$ cat config.mk
export PLATFORM = sky130hd
export DESIGN_NAME = output_buffer_ctrl
export DESIGN_NICKNAME = d
export VERILOG_FILES = /design/src/rtl/output_buffer_ctrl.sv
export SDC_FILE = /design/constraint.sdc
export NUM_CORES = 1
export LEC_CHECK = 0
export ABC_AREA = 1
export CAP_MARGIN = 5
export CORE_UTILIZATION = 35
export CTS_CLUSTER_SIZE = 30
export DETAILED_ROUTE_END_ITERATION = 8
export PLACE_DENSITY_LB_ADDON = 0.12
export SLEW_MARGIN = 25
export SYNTH_ARGS = -nofsm -noshare
export SYNTH_HDL_FRONTEND = slang
export SYNTH_SLANG_ARGS = --single-unit
$ cat constraint.sdc
create_clock -name clk_i -period 2.86 [get_ports clk_i]
set_input_delay 0.858 -clock clk_i [delete_from_list [all_inputs] [get_ports clk_i]]
set_output_delay 0.858 -clock clk_i [all_outputs]
set_load 0.02 [all_outputs]
$ cat src/rtl/output_buffer_ctrl.sv
// Per-operation sequencer for the PIM output buffer. It issues capture strobes, the processing
// window, the processing-done pulse, and the group drain over a valid/ready host handshake.
module output_buffer_ctrl #(
    parameter int NUM_GROUPS  = 32,
    parameter int PROC_CYCLES = 4,
    parameter int CNT_W       = $clog2(NUM_GROUPS)
) (
    input  logic             clk_i,
    input  logic             rst_i,
    input  logic             start_i,
    input  logic [2:0]       pim_mode_i,
    input  logic [8:0]       col_addr9_i,
    input  logic             adc_valid_i,
    input  logic             abort_i,
    input  logic             zp_wr_i,
    input  logic             out_ready_i,
    output logic [2:0]       pim_mode_o,
    output logic [2:0]       before_load_mode_o,
    output logic             pim_out_buf_w_en_1_o,
    output logic             pim_out_buf_w_en_2_o,
    output logic             read_mode_buf_w_en_o,
    output logic [8:0]       col_addr9_o,
    output logic             pim_out_buf_r_en_o,
    output logic             output_processing_done_o,
    output logic             zp_en_o,
    output logic             load_en_o,
    output logic [CNT_W-1:0] load_cnt_o,
    output logic             busy_o,
    output logic             done_o,
    output logic             err_o
);

    localparam logic [2:0] MODE_READ     = 3'b011;
    localparam logic [2:0] MODE_PARALLEL = 3'b101;
    localparam logic [2:0] MODE_RBR      = 3'b110;

    localparam logic [2:0] ST_IDLE  = 3'd0;
    localparam logic [2:0] ST_CAP1  = 3'd1;
    localparam logic [2:0] ST_CAP2  = 3'd2;
    localparam logic [2:0] ST_PROC  = 3'd3;
    localparam logic [2:0] ST_PDONE = 3'd4;
    localparam logic [2:0] ST_RCAP  = 3'd5;
    localparam logic [2:0] ST_LOAD  = 3'd6;

    localparam int                PCNT_W    = (PROC_CYCLES > 1) ? $clog2(PROC_CYCLES) : 1;
    localparam logic [PCNT_W-1:0] PROC_LAST = PCNT_W'(PROC_CYCLES - 1);
    localparam logic [CNT_W-1:0]  CNT_LAST  = CNT_W'(NUM_GROUPS - 1);

    logic [2:0]        state;
    logic [2:0]        state_nxt;
    logic [PCNT_W-1:0] proc_cnt;
    logic [PCNT_W-1:0] proc_cnt_nxt;

    logic [2:0]        pim_mode_nxt;
    logic [2:0]        before_load_mode_nxt;
    logic [8:0]        col_addr9_nxt;
    logic              w_en_1_nxt;
    logic              w_en_2_nxt;
    logic              read_w_en_nxt;
    logic              r_en_nxt;
    logic              proc_done_nxt;
    logic              load_en_nxt;
    logic [CNT_W-1:0]  load_cnt_nxt;
    logic              done_nxt;
    logic              err_nxt;

    function automatic logic mode_is_legal(input logic [2:0] mode);
        return (mode == MODE_READ) || (mode == MODE_PARALLEL) || (mode == MODE_RBR);
    endfunction

    // A READ op drains a single word; grouped ops finish on the last mapping group.
    function automatic logic is_last_word(input logic [2:0] mode, input logic [CNT_W-1:0] cnt);
        return (mode == MODE_READ) || (cnt == CNT_LAST);
    endfunction

    // Zero-point writes are only meaningful while no op owns the mapping groups.
    assign zp_en_o = zp_wr_i && (state == ST_IDLE) && !rst_i;

    always_comb begin
        state_nxt            = state;
        proc_cnt_nxt         = proc_cnt;
        pim_mode_nxt         = pim_mode_o;
        before_load_mode_nxt = before_load_mode_o;
        col_addr9_nxt        = col_addr9_o;
        w_en_1_nxt           = 1'b0;
        w_en_2_nxt           = 1'b0;
        read_w_en_nxt        = 1'b0;
        r_en_nxt             = pim_out_buf_r_en_o;
        proc_done_nxt        = 1'b0;
        load_en_nxt          = load_en_o;
        load_cnt_nxt         = load_cnt_o;
        done_nxt             = 1'b0;
        err_nxt              = 1'b0;

        if (abort_i && (state != ST_IDLE)) begin
            state_nxt    = ST_IDLE;
            proc_cnt_nxt = '0;
            r_en_nxt     = 1'b0;
            load_en_nxt  = 1'b0;
            load_cnt_nxt = '0;
        end else begin
            case (state)
                ST_IDLE: begin
                    if (start_i) begin
                        if (mode_is_legal(pim_mode_i)) begin
                            pim_mode_nxt  = pim_mode_i;
                            col_addr9_nxt = col_addr9_i;
                            state_nxt     = (pim_mode_i == MODE_READ) ? ST_RCAP : ST_CAP1;
                        end else begin
                            err_nxt = 1'b1;
                        end
                    end
                end
                ST_CAP1: begin
                    if (adc_valid_i) begin
                        w_en_1_nxt = 1'b1;
                        state_nxt  = ST_CAP2;
                    end
                end
                ST_CAP2: begin
                    if (adc_valid_i) begin
                        w_en_2_nxt   = 1'b1;
                        r_en_nxt     = 1'b1;
                        proc_cnt_nxt = '0;
                        state_nxt    = ST_PROC;
                    end
                end
                ST_PROC: begin
                    if (proc_cnt == PROC_LAST) begin
                        r_en_nxt      = 1'b0;
                        proc_done_nxt = 1'b1;
                        state_nxt     = ST_PDONE;
                    end else begin
                        proc_cnt_nxt = proc_cnt + PCNT_W'(1);
                    end
                end
                ST_PDONE: begin
                    load_en_nxt          = 1'b1;
                    load_cnt_nxt         = '0;
                    before_load_mode_nxt = pim_mode_o;
                    state_nxt            = ST_LOAD;
                end
                ST_RCAP: begin
                    if (adc_valid_i) begin
                        read_w_en_nxt        = 1'b1;
                        load_en_nxt          = 1'b1;
                        load_cnt_nxt         = '0;
                        before_load_mode_nxt = pim_mode_o;
                        state_nxt            = ST_LOAD;
                    end
                end
                ST_LOAD: begin
                    if (out_ready_i) begin
                        if (is_last_word(pim_mode_o, load_cnt_o)) begin
                            done_nxt     = 1'b1;
                            load_en_nxt  = 1'b0;
                            load_cnt_nxt = '0;
                            state_nxt    = ST_IDLE;
                        end else begin
                            load_cnt_nxt = load_cnt_o + CNT_W'(1);
                        end
                    end
                end
                default: begin
                    state_nxt    = ST_IDLE;
                    proc_cnt_nxt = '0;
                    r_en_nxt     = 1'b0;
                    load_en_nxt  = 1'b0;
                    load_cnt_nxt = '0;
                end
            endcase
        end
    end

    always_ff @(posedge clk_i or posedge rst_i) begin
        if (rst_i) begin
            state                    <= ST_IDLE;
            proc_cnt                 <= '0;
            pim_mode_o               <= '0;
            before_load_mode_o       <= '0;
            col_addr9_o              <= '0;
            pim_out_buf_w_en_1_o     <= 1'b0;
            pim_out_buf_w_en_2_o     <= 1'b0;
            read_mode_buf_w_en_o     <= 1'b0;
            pim_out_buf_r_en_o       <= 1'b0;
            output_processing_done_o <= 1'b0;
            load_en_o                <= 1'b0;
            load_cnt_o               <= '0;
            busy_o                   <= 1'b0;
            done_o                   <= 1'b0;
            err_o                    <= 1'b0;
        end else begin
            state                    <= state_nxt;
            proc_cnt                 <= proc_cnt_nxt;
            pim_mode_o               <= pim_mode_nxt;
            before_load_mode_o       <= before_load_mode_nxt;
            col_addr9_o              <= col_addr9_nxt;
            pim_out_buf_w_en_1_o     <= w_en_1_nxt;
            pim_out_buf_w_en_2_o     <= w_en_2_nxt;
            read_mode_buf_w_en_o     <= read_w_en_nxt;
            pim_out_buf_r_en_o       <= r_en_nxt;
            output_processing_done_o <= proc_done_nxt;
            load_en_o                <= load_en_nxt;
            load_cnt_o               <= load_cnt_nxt;
            busy_o                   <= (state_nxt != ST_IDLE);
            done_o                   <= done_nxt;
            err_o                    <= err_nxt;
        end
    end

    // Processing and draining are mutually exclusive phases of one op.
    a_phase_exclusive: assert property (@(posedge clk_i) disable iff (rst_i)
        !(pim_out_buf_r_en_o && load_en_o));
    a_cnt_idle_zero: assert property (@(posedge clk_i) disable iff (rst_i)
        !load_en_o |-> (load_cnt_o == '0));
    a_err_not_busy: assert property (@(posedge clk_i) disable iff (rst_i)
        err_o |-> !busy_o);

endmodule

**Yosys cells after proc, flatten, opt, wreduce, memory -nomap -nowiden**

Cells that the tools add are included.

- Flip-flop bits (word level): 34
- Bits of input ports: 19
- Output and inout port bits: 30

- Add/subtract/negate cells: 2
- Eq/ne operators: 21
- Mux-type cells: 48
- Bitwise gates (word level): 1
- Reductions and logical operators: 19

Operators by type and width:

| operator | count |
|---|---|
| 3-bit two-way mux | 11 |
| 1-bit two-way mux | 24 |
| 3-bit case mux with 7 select lines | 1 |
| 5-bit two-way mux | 4 |
| 3-bit != test (second input constant) | 6 |
| 3-bit == test (second input constant) | 5 |
| 5-bit case mux with 3 select lines | 1 |
| 3-bit by 2-bit == test with 1-bit output (second input constant) | 4 |
| 3-bit AND reduction | 4 |
| 4-bit AND reduction | 2 |
| 2-bit two-way mux | 3 |
| 2-bit case mux with 3 select lines | 1 |
| 3-bit case mux with 2 select lines | 1 |
| 3-bit nonzero test | 2 |
| 5-bit by 1-bit adder with 5-bit output (second input constant) | 1 |
| 5-bit == test (second input constant) | 1 |
| 5-bit OR reduction | 1 |
| 2-bit by 1-bit != test with 1-bit output (second input constant) | 2 |
| 1-bit case mux with 4 select lines | 1 |
| 4-bit OR reduction | 1 |
| 3-bit by 1-bit == test with 1-bit output (second input constant) | 1 |
| 1-bit logical AND | 3 |
| 3-bit logical NOT | 1 |
| 1-bit logical OR | 3 |
| 7 further kinds | 7 |

**Longest topological paths before layout**

Gate-level depths: netlist (run 1).

- Depth after elaboration: 8
- Gate-level depth with buffers: 10
- Mapped depth without buffers: 10

**Worst setup path before layout (run 1)**

Ideal clock, no wire load.

- Path kind: input -> output
- Start point: input rst_i
- End point: output zp_en_o
- Arrival: 2.018 ns
- Data required time: 2.002 ns
- Slack: -0.016 ns
- Cell stages on the path: 3
- Buffers on the path: 0
- Cells stage by stage: inv_1 > nand2_1 > nor2_1

- Longest elaborated chain between the ends: 2

RTL lines:

| element | line | RTL |
|---|---|---|
| from (decl) | 9 | `input logic rst_i,` |
| 1-bit logical NOT (no line) | - |  |
| 1-bit logical AND | 77 | `assign zp_en_o = zp_wr_i && (state == ST_IDLE) && !rst_i;` |
| to (decl) | 25 | `output logic zp_en_o,` |

No other way between the ends.

**Final worst setup path (run 1)**

Same ends and word-level chain as after synthesis.

==> metrics.txt, run 1 <==
DP Wirelength approximately 2.5 mm; initial antenna violation count 0; Top Metal Used met4; global-route usage over all layers 0.1606; count leader, synth nand2_1; via/cell ratio 4.643; Worst-path clk slew approximately 70 ps; final period utilization 0.9545; crit end category output pin; Distinct cells, synth 23; Post-route DRC 0; non-filler cells, final approximately 310; routed metal-1 wire length ~1.7 mm; Slew Limit Headroom 0.7199; status completed; global-route wire length before repair 6.196 mm; # resized after CTS 1; Vias 1430; Mapped Cells roughly 200; count of final max-slew check failures 0; Row Count 24; critical path startpoint rst_i; Synth area leader dfrtp_1; clk root buf clkbuf_8; sequential area share after synthesis 0.5227; total power between 0.002 and 0.0025 W; VDD IR max slightly above 500 uV; total CTS buffers 5; core box area 0.004414 sq mm; clk_skew between 2 and 2.5 ps; CTS Hold Bufs 0; Placed Cells 300; Starting DRT DRC Count 66; final wirelength roughly 3.5 mm; RSZ-0062 raised after global routing no; number of max-cap violations 0; drt wl/cell around 11 um; Area Overhead vs Synth 38.82%; Worst Tran Pin Value ~420 ps; number of synthesis warnings 0; Area contributors post-synth dfrtp_1 52%, nand2_1 16%, nand3_1 7.4%; largest net degree at the start of global routing 35; PD cells between 800 and 900 mW/mm^2; Arr. time, crit path 1870 ps; starting density of the core 0.3688; Main synth FF type dfrtp_1; Final GP Congestion between 0.8 and 0.9; nets 277; clock sink total 34; Die Y-Extent ~70 um; Final Critical Period around 2700 ps; synth cell count leaders 71 x nand2_1, 34 x dfrtp_1, 24 x nand3_1, 19 x inv_1, 16 x nor2_1; die area a little under 0.005 sq mm; Clock Path Buffers 2; fmax 366.3 MHz; FF-to-FF Start load_cnt_o[0]$_DFFE_PP0P_; Hold Crit Class reg -> reg; required time of the critical path approximately 2000 ps; Final ANT Viol Nets 0; IO Pins 49; Chip Width about 70 um; DR pass1 iterations 4; CTS tree done; H-tree Lvls 2; FF/Latch Area between 800 and 900 sq um; post-layout util 0.5119; # setup viols final 0; Hold Fails Final Rpt 0; Slowest-stage cell, CP clkdlybuf4s50_1; fraction of layout cells with a size suffix above 1 0.08984; Crit Path Class in -> out; worst-path cell chain clkdlybuf4s50_1 > clkinvlp_4 > nand2_1 > nor2_1 > dlygate4sd2_1; syn_nets around 220; Worst setup SP type primary input; footprint of the multi-input gates 665.6 sq um; EDFF count, synth 0; Post-CTS Setup Bufs 0; Inserted Diodes 0; routed length on met2 roughly 1.5 mm; DR WL met3 209 um; CP max stage delay around 500 ps; async set or reset register ratio after synthesis 1.000; grt ovf 0; vias in the first global route approximately 1.4k; top fanout value on the critical path 2; hold path startpoint col_addr9_o[3]$_DFFE_PP0P_; CP top delay family buffers and inverters; Synth Cell Area between 0.0015 and 0.002 sq mm; FF+latch count, synth 34; Port-buffer cells between 40 and 50; syn avg cell area approximately 8.1 sq um; Pleak approximately 1.2 nW; Skew-Pair Late Insertion Delay 280 ps; Synth top area share 0.5227; CP Buf/Inv Count 3; fillers 453
## layer usage
layer / up-vias / global-route usage
met5: - / 0
met4: 0 / 0.05778
met3: 6 / 0.05483
met2: 42 / 0.2521
met1: 639 / 0.2056
li1: 743 / -
## through the flow
| stage | worst slack, ps | hold WS [ps] | setup TNS (ps) | cell area [sq um] |
|---|---|---|---|---|
| after detailed placement | -140.7 | 461.5 | -140.7 | 2166 |
| after global placement | -129.9 | 454.9 | -129.9 | 2166 |
| after floorplan | 355.4 | 457.0 | 0 | 1632 |
| after CTS | 106.2 | 477.5 | 0 | 2260 |
| final | 130.0 | 472.5 | 0 | 2260 |
| after global routing | 45.65 | 483.8 | 0 | 2260 |
## final cells by class
| type | count | share of cell area |
|---|---|---|
| multi-input cells | 142 | 0.2946 |
| clock inverters | 2 | 0.005537 |
| clock buffers | 6 | 0.03654 |
| inverters | 22 | 0.03931 |
| repair buffers | 50 | 0.2187 |
| flip-flops and latches | 34 | 0.3765 |
| well taps | 52 | 0.02879 |
## logic make-up (layout without fill, tap and decap cells)
group	count (synthesis)	in the layout	synth area share
DFF	34	34	0.5227
adders and majority gates	3	3	0.02306
AOI/OAI and AO/OA	9	9	0.02767
and+or+nand+nor	128	128	0.3474
buffers and inverters	25	80	0.06841
xor gates and xnor gates	2	2	0.01076
## cell usage in the layout, fill, tap and decap left out, drive strengths merged, types with 3 or more instances in the layout
master         count
inv               21
ha                 3
nand2             75
clkdlybuf4s50     47
nand3             26
nand4              3
o21ai              8
clkbuf             6
dfrtp             34
nor2              19
## worst reg2reg max path, stage by stage (launching register included)
cell and delay [ps]:
dfrtp_1 430, ha_1 240, and3_1 180, ha_1 170, inv_1 60, nand2_1 90
nand2_1 100, nand2_1 80, nand3_1 90, nand2_1 60, nand3_1 80
## power breakdown
| part | internal, W | switching (W) | total (W) |
|---|---|---|---|
| sequential | 0.000628 | 0.000103 | 0.000731 |
| clock | 0.000193 | 0.000173 | 0.000366 |
| combinational | 0.000374 | 0.000535 | 0.000909 |
| total | 0.00119 | 0.000811 | 0.00201 |
## registers in the layout (all words and copies together) (netlist names)
signal,flops
before_load_mode_o,3
busy_o,1
col_addr9_o,9
done_o,1
err_o,1
load_cnt_o,5
load_en_o,1
output_processing_done_o,1
pim_mode_o,3
pim_out_buf_r_en_o,1
pim_out_buf_w_en_1_o,1
pim_out_buf_w_en_2_o,1
proc_cnt,2
read_mode_buf_w_en_o,1
state,3
## path summary, 6_finish.rpt
kind | endpoint | cells after the start | slack, ps
max | zp_en_o | 5 | 130
min | col_addr9_o[3]$_DFFE_PP0P_ | 2 | 470
max reg2reg | busy_o$_DFF_PP0_ | 10 | 1230
min reg2reg | col_addr9_o[3]$_DFFE_PP0P_ | 2 | 470
max in group asynchronous | before_load_mode_o[2]$_DFFE_PP0P_ | 3 | 1500
min in group asynchronous | done_o$_DFF_PP0_ | 3 | 1060
Note: power is estimated with default switching activity, not from simulation.
==> run 2: changes to the inputs <==
--- a/config.mk
+++ b/config.mk
@@ -11,6 +11,7 @@
 export CTS_CLUSTER_SIZE = 30
 export DETAILED_ROUTE_END_ITERATION = 8
 export PLACE_DENSITY_LB_ADDON = 0.12
+export REMOVE_ABC_BUFFERS = 1
 export SLEW_MARGIN = 25
 export SYNTH_ARGS = -nofsm -noshare
 export SYNTH_HDL_FRONTEND = slang
==> metrics.txt, run 2 (synthesis gave the netlist of run 1 again) <==
status completed; top fanout value on the critical path 2 (unchanged); Worst setup SP type primary input; nets 277 (unchanged); WP depth 5 (unchanged); DP Wirelength 2.583 mm (+2.0%); grt peak-use layer met2; Port-buffer cells 48 (unchanged); initial antenna violation count 0 (unchanged); Vias 1425 (-0.35%); fraction of layout cells with a size suffix above 1 0.08203 (-0.007813); sw power 0.0008180 W (+0.90%); global-route usage over all layers 0.1651 (+0.004522); Final Cell Area 0.002252 sq mm (-0.33%); H-tree Lvls 2 (unchanged); fmax 369.4 MHz (+0.84%); # resized after CTS 1 (unchanged); final wirelength 3.558 mm (+3.0%); met2 GRT Util 0.2511 (-0.001068); CP top delay family buffers and inverters; Area Overhead vs Synth 38.36%; Worst Tran Pin Value 428.0 ps (+7.842 ps); CTS Hold Bufs 0 (unchanged); setup slack, reg-to-reg 1210 ps (-20 ps); commonest non-fill, non-tap cell in the layout nand2_1; count of final max-slew check failures 0 (unchanged); critical path startpoint rst_i; Sequential Power Share 0.364 (about the same); Placed Area 0.002162 sq mm (-0.17%); clk_skew 9.102 ps (+6.701 ps); core box area 0.004414 sq mm (unchanged); CTS tree done; R2R cell count 10 (unchanged); CP max stage delay 400 ps (-100 ps); CP Capture Point zp_en_o; Final GP Congestion 0.8609 (+4.5%); Crit Path Class in -> out; Placed Cells 300 (unchanged); Pint 0.001195 W (about the same); clock sink total 34 (unchanged); Post-route DRC 0 (unchanged); Final ANT Viol Nets 0 (unchanged); clk root buf clkbuf_8; met1 Track Usage GR 0.2089 (+0.003332); Final Critical Period 2707 ps (-22.63 ps); Inserted Diodes 0 (unchanged); Die Y-Extent 70.20 um (unchanged); Worst-path clk slew 70 ps (about the same); WHS 469.1 ps (-3.428 ps); worst-path cell chain clkdlybuf4s50_1 > inv_1 > nand2_1 > nor2_1 > dlygate4sd2_1; global-route wire length before repair 6.223 mm (+0.44%); number of max-cap violations 0 (unchanged); Slowest-stage cell, CP clkdlybuf4s50_1; vias in the first global route 1380 (-3.1%); Reg2Reg Capture Point busy_o$_DFF_PP0_; PD cells 893.9 mW/mm^2 (+0.72%); non-filler cells, final 308 (unchanged); switching share of power 0.4063 (+0.002060); power share of the clock group 0.183 (about the same); starting density of the core 0.3688 (unchanged); final period utilization 0.9466 (-0.007912); RSZ-0062 raised after global routing no; largest net degree at the start of global routing 35 (unchanged); Row Count 24 (unchanged); Slew Limit Headroom 0.7147 (-0.005228); max FFs per register 9 (unchanged); die area 0.004927 sq mm (unchanged); most frequent cells in the layout 71 x nand2_1, 47 x clkdlybuf4s50_1, 34 x dfrtp_1, 24 x nand3_1, 19 x inv_1; CP Buf/Inv Count 3 (unchanged); # setup viols final 0 (unchanged); Clock Path Buffers 2 (unchanged); GR Layer Usage met3 0.06494 (+0.01010); crit end category output pin; Arr. time, crit path 1850 ps (-20 ps); DR pass1 iterations 4 (unchanged); Combinational Power Share 0.453 (about the same); Biggest register col_addr9_o; grt ovf 0 (unchanged); Pleak 1.194 nW (+0.52%); via/cell ratio 4.627 (-0.35%); Hold Fails Final Rpt 0 (unchanged); Skew-Pair Late Insertion Delay 290 ps (about the same); VDD IR max 487.3 uV (-3.7%); biggest regs col_addr9_o (9), load_cnt_o (5); Hold Crit Class reg -> reg; total CTS buffers 5 (unchanged); Chip Width 70.20 um (unchanged); IO Pins 49 (unchanged); drt wl/cell 11.55 um (+3.0%); FF-to-FF Start load_cnt_o[0]$_DFFE_PP0P_; Post-CTS Setup Bufs 0 (unchanged); Starting DRT DRC Count 62 (-6.1%); required time of the critical path 2000 ps (about the same)
-- run 2: how the worst min path moves through the flow --
stage | end | from | slack [ps] | cells after the start
2_1_floorplan | proc_cnt[1]$_DFFE_PP0P_ | proc_cnt[1]$_DFFE_PP0P_ | 460 | 2
3_3_place_gp | col_addr9_o[1]$_DFFE_PP0P_ | col_addr9_o[1]$_DFFE_PP0P_ | 460 | 2
3_5_place_dp | before_load_mode_o[0]$_DFFE_PP0P_ | before_load_mode_o[0]$_DFFE_PP0P_ | 460 | 2
4_1_cts | before_load_mode_o[0]$_DFFE_PP0P_ | before_load_mode_o[0]$_DFFE_PP0P_ | 480 | 2
5_1_grt | col_addr9_o[1]$_DFFE_PP0P_ | col_addr9_o[1]$_DFFE_PP0P_ | 490 | 2
6_report | before_load_mode_o[0]$_DFFE_PP0P_ | before_load_mode_o[0]$_DFFE_PP0P_ | 470 | 2
-- run 2: stage by stage --
step                total power (W)  setup slack, ps  setup TNS, ps    util
floorplan                  0.001268           -16.30         -16.30       -
detailed placement         0.001660           -144.4         -144.4  0.4898
global placement           0.001659           -150.3         -150.3  0.4898
finish                     0.002013            152.7              0  0.5102
CTS                        0.002040            131.6              0  0.5102
global route               0.002168            58.72              0  0.5102
-- run 2: power by group through the flow --
stage	combinational (W)	clock (W)	sequential, W
3_3_place_gp	0.000916	0	0.000743
3_5_place_dp	0.000926	0	0.000734
2_1_floorplan	0.000387	0	0.000881
5_1_grt	0.00101	0.000401	0.000756
4_1_cts	0.000924	0.000382	0.000734
6_report	0.000911	0.000369	0.000733
-- run 2: final cells by class --
class,count,area (sq um)
Multi-Input combinational cell,142,665.6
Clock buffer,7,86.33
Timing Repair Buffer,50,494.2
Clock inverter,1,5.005
Tap cell,52,65.06
Sequential cell,34,850.8
Inverter,22,85.08
Fill cell,452,2162
-- run 2: layer usage --
layer	share of wire	wire length, um
met1	0.46	1654
met2	0.45	1616
met3	0.069	246
met4	0.011	40
met5	0	0
-- run 2: tightest hold or removal path, cell delays in order, from the launching register on --
cell and delay, ps:
dfrtp_1 340, nand2_1 50, nand2_1 50
==> run 3: changes to the inputs <==
--- a/config.mk
+++ b/config.mk
@@ -10,6 +10,7 @@
 export CORE_UTILIZATION = 35
 export CTS_CLUSTER_SIZE = 30
 export DETAILED_ROUTE_END_ITERATION = 8
+export MAX_ROUTING_LAYER = met4
 export PLACE_DENSITY_LB_ADDON = 0.12
 export REMOVE_ABC_BUFFERS = 1
 export SLEW_MARGIN = 25
==> metrics.txt, run 3 (synthesis gave the netlist of run 1 again) <==
status completed; Die Y-Extent 70.20 um (unchanged); clock sink total 34 (unchanged); grt ovf 0 (unchanged); starting density of the core 0.3688 (unchanged); Hold Fails Final Rpt 0 (unchanged); Clock Path Buffers 2 (unchanged); top fanout value on the critical path 2 (unchanged); Row Count 24 (unchanged); Post-route DRC 0 (unchanged); Inserted Diodes 0 (unchanged); VDD IR max 489.6 uV (+0.45%); final period utilization 0.9466 (about the same); final wirelength 3.543 mm (-0.42%); number of max-cap violations 0 (unchanged); max FFs per register 9 (unchanged); Hold Crit Class reg -> reg; fraction of layout cells with a size suffix above 1 0.08203 (unchanged); RSZ-0062 raised after global routing no; die area 0.004927 sq mm (unchanged); setup slack, reg-to-reg 1220 ps (about the same); Worst Tran Pin Value 427.6 ps (-0.3704 ps); initial antenna violation count 0 (unchanged); DP Wirelength 2.583 mm (unchanged); fillers 452 (unchanged); Port-buffer cells 48 (unchanged); R2R cell count 10 (unchanged); Skew-Pair Late Insertion Delay 290 ps (about the same); clk_skew 9.271 ps (+0.1688 ps); Slew Limit Headroom 0.7149 (about the same); Worst-path clk slew 70 ps (about the same); global-route wire length before repair 6.210 mm (-0.21%); post-layout util 0.5102 (unchanged); Biggest register col_addr9_o; non-filler cells, final 308 (unchanged); Reg2Reg Capture Point busy_o$_DFF_PP0_; Final Critical Period 2707 ps (-0.002000 ps); Arr. time, crit path 1850 ps (about the same); core box area 0.004414 sq mm (unchanged); crit end category output pin; DR pass1 iterations 4 (unchanged); Pleak 1.194 nW (unchanged); Starting DRT DRC Count 63 (+1.6%); clk root buf clkbuf_8; hold path startpoint before_load_mode_o[0]$_DFFE_PP0P_; vias in the first global route 1383 (+0.22%); drt wl/cell 11.50 um (-0.42%); Worst setup SP type primary input; Final ANT Viol Nets 0 (unchanged); Final Cell Area 0.002252 sq mm (unchanged); IO Pins 49 (unchanged); biggest regs col_addr9_o (9), load_cnt_o (5); PD cells 894.1 mW/mm^2 (about the same); total CTS buffers 5 (unchanged); required time of the critical path 2000 ps (about the same); commonest non-fill, non-tap cell in the layout nand2_1; fmax 369.4 MHz (unchanged); critical path startpoint rst_i; Placed Area 0.002162 sq mm (unchanged); Final GP Congestion 0.8747 (+1.6%); count of final max-slew check failures 0 (unchanged); CP Capture Point zp_en_o; Crit Path Class in -> out; Area Overhead vs Synth 38.36% (unchanged); H-tree Lvls 2 (unchanged); global-route usage over all layers 0.1695 (+0.004392); WHS 469.2 ps (+0.1460 ps); via/cell ratio 4.646 (+0.42%); Vias 1431 (+0.42%); Chip Width 70.20 um (unchanged); CTS tree done; most frequent cells in the layout 71 x nand2_1, 47 x clkdlybuf4s50_1, 34 x dfrtp_1, 24 x nand3_1, 19 x inv_1; # setup viols final 0 (unchanged); nets 277 (unchanged); FF-to-FF Start load_cnt_o[0]$_DFFE_PP0P_; Placed Cells 300 (unchanged); largest net degree at the start of global routing 35 (unchanged)
==> run 3: final cells by class <==
type / instances / area (sq um) / area share
timing repair buffer: 50 / 494.2 / 0.2194
clock buffer: 7 / 86.33 / 0.03833
multi-input combinational: 142 / 665.6 / 0.2956
sequential: 34 / 850.8 / 0.3778
inverter: 22 / 85.08 / 0.03778
clock inverter: 1 / 5.005 / 0.002222
tap: 52 / 65.06 / 0.02889
==> run 3: how the worst min path moves through the flow <==
| stage | end | slack (ps) | depth (start not counted) |
|---|---|---|---|
| global placement | col_addr9_o[1]$_DFFE_PP0P_ | 460 | 2 |
| global route | col_addr9_o[1]$_DFFE_PP0P_ | 490 | 2 |
| floorplan | proc_cnt[1]$_DFFE_PP0P_ | 460 | 2 |
| CTS | before_load_mode_o[0]$_DFFE_PP0P_ | 480 | 2 |
| detailed placement | before_load_mode_o[0]$_DFFE_PP0P_ | 460 | 2 |
| finish | before_load_mode_o[0]$_DFFE_PP0P_ | 470 | 2 |
==> run 3: report_power, final <==
part | total [W] | internal [W] | switching, W
Sequential | 0.000732 | 0.000628 | 0.000105
Clock | 0.000371 | 0.000194 | 0.000176
Combinational | 0.000911 | 0.000374 | 0.000537
==> run 3: what timing repair did <==
action	CTS	global route
hold endpoints to repair	0	0
hold buffers	0	0
resized for setup	1	0
setup endpoints to repair	1	0
setup buffers	0	0
==> run 3: routing by layer <==
layer	vias up	global-route usage	wire (um)
met5	-	-	0
met2	42	0.2511	1576
met3	5	0.05916	217
met1	644	0.2117	1681
li1	740	-	-
met4	0	0.06889	68
==> run 3: through the flow <==
stage / power, W / worst slack, ps / TNS [ps]
floorplan: 0.001268 / -16.30 / -16.30
global placement: 0.001659 / -150.3 / -150.3
detailed placement: 0.001660 / -144.4 / -144.4
CTS: 0.002040 / 131.6 / 0
global route: 0.002168 / 58.72 / 0
finish: 0.002014 / 152.7 / 0
==> run 3: critical path: stages <==
cell and delay (ps):
clkdlybuf4s50_1 400, inv_1 110, nand2_1 60, nor2_1 90
dlygate4sd2_1 330
